<file path="src/rtl/expr_eval_if.sv">
// expr_eval_if -- character stream in, result pulse out.
//   in_valid/in : one ASCII character per cycle when in_valid is high
//   res_valid   : one-cycle pulse, result/err valid
//   result/err  : value of the completed expression / syntax-error flag
//   busy        : an expression is partially received
interface expr_eval_if;
  logic        in_valid;
  logic [7:0]  in;
  logic        res_valid;
  logic [15:0] result;
  logic        err;
  logic        busy;

  modport slave  (input in_valid, in, output res_valid, result, err, busy);
  modport master (output in_valid, in, input res_valid, result, err, busy);
endinterface

</file>
<file path="src/rtl/expr_eval.sv">
// expr_eval -- streaming evaluator for "digit (op digit)* =" expressions,
// single-digit operands, '*' binds tighter than '+', all arithmetic mod 2^16.
// Ports:
//   clk   : clock, rising edge
//   clr_n : asynchronous active-low reset
//   bus   : expr_eval_if.slave (in_valid, in, res_valid, result, err, busy)
// Optional feature: define EXPR_EVAL_SUB_EN to accept '-' as an additive
// operator; the pending term then carries a 1-bit sign.
module expr_eval (
  input  logic        clk,
  input  logic        clr_n,
  expr_eval_if.slave  bus
);

  typedef enum logic [1:0] {IDLE, OPND, OPER, ERR} state_t;

  state_t      state_q, state_d;
  logic [15:0] sum_q, sum_d;
  logic [15:0] term_q, term_d;
  logic        mul_q, mul_d;      // last operator was '*'
  logic [15:0] result_q, result_d;
  logic        err_q, err_d;
  logic        res_vld_q, res_vld_d;
`ifdef EXPR_EVAL_SUB_EN
  logic        sign_q, sign_d;    // pending term is subtracted
`endif

  // token decode
  logic        is_dig, is_add, is_mul, is_eq, is_sub;
  logic [3:0]  dig;
  logic [15:0] dig16, prod, acc;

  assign is_dig = (bus.in >= 8'd48) && (bus.in <= 8'd57);
  assign is_add = (bus.in == 8'd43);
  assign is_mul = (bus.in == 8'd42);
  assign is_eq  = (bus.in == 8'd61);
`ifdef EXPR_EVAL_SUB_EN
  assign is_sub = (bus.in == 8'd45);
`else
  assign is_sub = 1'b0;
`endif
  assign dig    = bus.in[3:0];    // '0'..'9' are 0x30..0x39
  assign dig16  = {12'd0, dig};
  assign prod   = term_q * dig16;

  // sum with the pending term folded in
`ifdef EXPR_EVAL_SUB_EN
  assign acc = sign_q ? (sum_q - term_q) : (sum_q + term_q);
`else
  assign acc = sum_q + term_q;
`endif

  always_comb begin
    state_d   = state_q;
    sum_d     = sum_q;
    term_d    = term_q;
    mul_d     = mul_q;
    result_d  = result_q;
    err_d     = err_q;
    res_vld_d = 1'b0;
`ifdef EXPR_EVAL_SUB_EN
    sign_d    = sign_q;
`endif
    if (bus.in_valid) begin
      if (is_eq) begin
        // every '=' ends the expression and restarts from a clean slate
        state_d   = IDLE;
        sum_d     = '0;
        term_d    = '0;
        mul_d     = 1'b0;
        res_vld_d = 1'b1;
`ifdef EXPR_EVAL_SUB_EN
        sign_d    = 1'b0;
`endif
        if (state_q == OPND) begin
          result_d = acc;
          err_d    = 1'b0;
        end else begin
          result_d = '0;
          err_d    = 1'b1;
        end
      end else begin
        case (state_q)
          IDLE: begin
            if (is_dig) begin
              state_d = OPND;
              term_d  = dig16;
            end else begin
              state_d = ERR;
            end
          end
          OPND: begin
            if (is_mul) begin
              state_d = OPER;
              mul_d   = 1'b1;
            end else if (is_add || is_sub) begin
              state_d = OPER;
              sum_d   = acc;
              mul_d   = 1'b0;
`ifdef EXPR_EVAL_SUB_EN
              sign_d  = is_sub;
`endif
            end else begin
              state_d = ERR;
            end
          end
          OPER: begin
            if (is_dig) begin
              state_d = OPND;
              term_d  = mul_q ? prod : dig16;
            end else begin
              state_d = ERR;
            end
          end
          default: state_d = ERR;  // ERR absorbs everything but '='
        endcase
      end
    end
  end

  always_ff @(posedge clk or negedge clr_n) begin
    if (!clr_n) begin
      state_q   <= IDLE;
      sum_q     <= '0;
      term_q    <= '0;
      mul_q     <= 1'b0;
      result_q  <= '0;
      err_q     <= 1'b0;
      res_vld_q <= 1'b0;
`ifdef EXPR_EVAL_SUB_EN
      sign_q    <= 1'b0;
`endif
    end else begin
      state_q   <= state_d;
      sum_q     <= sum_d;
      term_q    <= term_d;
      mul_q     <= mul_d;
      result_q  <= result_d;
      err_q     <= err_d;
      res_vld_q <= res_vld_d;
`ifdef EXPR_EVAL_SUB_EN
      sign_q    <= sign_d;
`endif
    end
  end

  assign bus.res_valid = res_vld_q;
  assign bus.result    = result_q;
  assign bus.err       = err_q;
  assign bus.busy      = (state_q != IDLE);

endmodule

</file>
<file path="src/flat_wrapper.sv">
// flat-port wrapper written by rule: the top's interface ports become plain ports
module expr_eval_flat 
  (clk, clr_n, bus_in_valid, bus_in, bus_res_valid, bus_result, bus_err, bus_busy);
  expr_eval_if bus_i ();
  input  logic clk;
  input  logic clr_n;
  input wire logic [$bits(bus_i.in_valid)-1:0] bus_in_valid;
  input wire logic [$bits(bus_i.in)-1:0] bus_in;
  output wire logic [$bits(bus_i.res_valid)-1:0] bus_res_valid;
  output wire logic [$bits(bus_i.result)-1:0] bus_result;
  output wire logic [$bits(bus_i.err)-1:0] bus_err;
  output wire logic [$bits(bus_i.busy)-1:0] bus_busy;
  assign bus_i.in_valid = bus_in_valid;
  assign bus_i.in = bus_in;
  assign bus_res_valid = bus_i.res_valid;
  assign bus_result = bus_i.result;
  assign bus_err = bus_i.err;
  assign bus_busy = bus_i.busy;
  expr_eval u_core (.clk(clk), .clr_n(clr_n), .bus(bus_i));
endmodule
</file>
<file path="config.mk">
export PLATFORM = sky130hd
export DESIGN_NAME = expr_eval_flat
export DESIGN_NICKNAME = d
export VERILOG_FILES = /design/src/rtl/expr_eval_if.sv /design/src/rtl/expr_eval.sv /design/src/flat_wrapper.sv
export SDC_FILE = /design/constraint.sdc
export NUM_CORES = 1
export LEC_CHECK = 0
export CORE_MARGIN = 3
export CORE_UTILIZATION = 55
export CTS_BUF_LIST = sky130_fd_sc_hd__clkbuf_4 sky130_fd_sc_hd__clkbuf_8
export CTS_CLUSTER_DIAMETER = 100
export DETAILED_ROUTE_END_ITERATION = 10
export PLACE_DENSITY_LB_ADDON = 0.25
export SYNTH_ARGS = -nofsm -noshare
export SYNTH_HDL_FRONTEND = slang
export SYNTH_SLANG_ARGS = --single-unit
export TNS_END_PERCENT = 30
</file>
<file path="constraint.sdc">
create_clock -name clk -period 4.3 [get_ports clk]
set_clock_uncertainty 0.15 [all_clocks]
set_input_delay 0.43 -clock clk [delete_from_list [all_inputs] [get_ports clk]]
set_output_delay 0.43 -clock clk [all_outputs]
set_load 0.02 [all_outputs]
</file>
==> results.yml <==
setup_path:
  r2r_start: "u_core.term_q[1]"
  r2r_setup_slack_ps: 450
  reg2reg_to: "u_core.term_q[14]"
  worst-endpoint-required_ps: 4340
  path_class: "input port to flip-flop"
  cp.arrival_ps: 4200
  cp-end-kind: "flip-flop"
  worstPathMaxFanout: 9
  worstRegToRegCells: 13
  crit_path_start_kind: "input port"
finish:
  drive_above_1_share: 0.09298
  fillCellCount: 626
  utilization: 0.6692
  post_layout_nonfiller_instances: 626
  finalNetCount: 594
  insertedDiodeCount: 0
  areaGrowthSynthToFinish_pct: 14.45
detailed_routing:
  routedWlPerCell_um: 15.75
  detailedRoute.firstPassIterationCount: 4
  routed-via-count: 3537
  antenna_violating_nets_post_route: 0
  drt_wl_total_um: 9858
  routed_via_density: 5.650
  drt_drc_violations_left: 0
  drt_iter0_markers: 250
global_routing:
  total_global_routing_track_utilization: 0.2422
  grt_pass1_wl_um: 17240
  pin_count_of_the_biggest_net_entering_global_routing: 54
  grt_antenna_before_repair: 0
  grt_pass1_vias: 3646
  globalRouteOverflowTotal: 0
sta:
  hold_viol_final: 0
  setup_viol: 0
  timing.hold.ws_ps: 91.75
  layout_min_cycle_time_ps: 4153
  fin_ws_ps: 147.2
  worst_slew_pin_slew_ps: 1231
  timing.final.max_slew_violations: 0
  timing.setup.tns_ps: 0
  rsz0062_at_grt: "false"
  slew_headroom: 0.1794
  finalCritPeriodShare: 0.9658
  fmax_mhz: 240.8
die:
  die_area_um2: 9020
  core_area_um2: 7447
  boundaryPins: 30
  die_width_um: 94.98
  rows: 31
  chipHeight_um: 94.98
  initial_core_util: 0.5847
place:
  place.detailed.instances: 618
  post-place-ws_ps: -143.8
  detailed_place_hpwl_um: 7803
  gp_congestion: 0.9220
  place.port_buffers: 29
job:
  cap_viol_max_count: 0
cts:
  cts.hold.buffers_added: 0
  cts_resized: 0
  cts_inserted_buffers: 5
  clkTransAtPathRegs_ps: 100
  cts.repair_timing.setup_buffer_count: 0
  cts.root.buffer_cell: "clkbuf_8"
  cts_tree: "yes"
  worst_skew_pair.late_latency_ps: 310
  clock_path_buffers: 2
  cts.sinks: 53
  clock_tree.htree_level_count: 2
yosys:
  synth_edf_count: 0
  synth_fp_nets: 549
  async_reset_ff_frac: 1.000
  avgSynthCellArea_um2: 9.052
  synth_largest_type_area_fraction: 0.3046
  yosys-top-cells-area: "dfrtp_1, fa_1, ha_1"
  synth.lib_cells_used.distinct: 54
  post_synth_inst_count: 481
  ys.flop_type: "dfrtp_1"
  synth_most_common_cell: "nand2_1"
  post_synth_most_frequent_cells: "nand2_1, dfrtp_1, inv_1, and2_1, o21ai_0"
  yosysSeqAreaShare: 0.3046
  synth_area_um2: 4354
  post-synth-top-area-cell: "dfrtp_1"
  yosys_warnings: 0
  yosys_register_bits: 53
outcome:
  outcome: "completed"
pwr:
  power.static_leakage_nw: 2.469
  power.ir.vdd_worst_v: 0.0001635
  powerDensity_nw_per_um2: 224.0
worst_hold_path:
  hold_path_class: "input port to async pin"
## cell usage in the layout, fill, tap and decap left out, drive strengths merged, types with 5 or more instances in the layout
cell           instances
xor2                   5
a21o                   8
a21oi                 22
nand3                 12
xnor2                 23
nor3                   5
ha                    31
and2                  38
inv                   52
nand2                 74
nor2                  16
a22o                  15
dfrtp                 53
clkbuf                 5
clkdlybuf4s50         28
o21ai                 39
buf                   23
fa                    26
## metrics by stage
step / cell area, um^2 / total power [mW]
floorplan: 4354 / 0.6796
global placement: 4871 / 0.7614
detailed placement: 4871 / 0.7755
CTS: 4984 / 1.125
global route: 4984 / 1.175
finish: 4984 / 1.116
## registers in the layout (all words and copies together) (netlist names)
name and cells:
u_core.bus.result 16, u_core.sum_q 16, u_core.term_q 16, u_core.state_q 2, u_core.bus.err 1, u_core.bus.res_valid 1, u_core.mul_q 1
## logic make-up after synthesis
logic type | after synthesis | share of synthesized area
AOI/OAI and AO/OA | 117 | 0.1885
buffers and inverters | 64 | 0.05718
xor gates and xnor gates | 28 | 0.05632
DFF | 53 | 0.3046
and+or+nand+nor | 158 | 0.1753
muxes | 4 | 0.009483
adders and majority gates | 57 | 0.2086
## cell type report
cell class | instances | area, um^2 | area share
clock buffer | 5 | 68.82 | 0.01381
clock inverter | 3 | 43.79 | 0.008787
inverter | 51 | 191.4 | 0.03841
multi-input combinational | 364 | 2779 | 0.5576
sequential | 53 | 1326 | 0.2661
tap | 99 | 123.9 | 0.02486
timing repair buffer | 51 | 450.4 | 0.09038
## power breakdown
| group | leakage [nW] | total [mW] | internal [mW] | switching [mW] |
|---|---|---|---|---|
| Clock | 0.0585 | 0.351 | 0.175 | 0.176 |
| Combinational | 1.68 | 0.233 | 0.0995 | 0.133 |
| Sequential | 0.726 | 0.533 | 0.510 | 0.0228 |
## critical path: stages
cell             delay [ps]
clkdlybuf4s50_1         640
nand2_1                 150
fa_1                    540
fa_1                    540
inv_1                    70
fa_1                    440
a21o_1                  180
a21oi_2                 170
o21ai_1                  90
a31oi_2                 270
nor3_1                  100
or3_1                   310
a32o_1                  250
## per-layer routing
layer  up-vias  wire (um)  track usage
met4         0        108      0.05048
met5         -          0            0
met3        10        378      0.03665
met2        68       4834       0.4075
met1      1755       4537       0.3328
li1       1704          -            -
## worst max path at each step
stage | start | endpoint | cells after the start
after floorplan | bus_in[1] | u_core.term_q[14] | 14
after global placement | bus_in[3] | u_core.term_q[14] | 13
after detailed placement | bus_in[3] | u_core.term_q[14] | 13
after CTS | bus_in[3] | u_core.term_q[14] | 13
after global routing | bus_in[3] | u_core.term_q[14] | 13
final | bus_in[3] | u_core.term_q[14] | 13
Note: power is estimated with default switching activity, not from simulation.
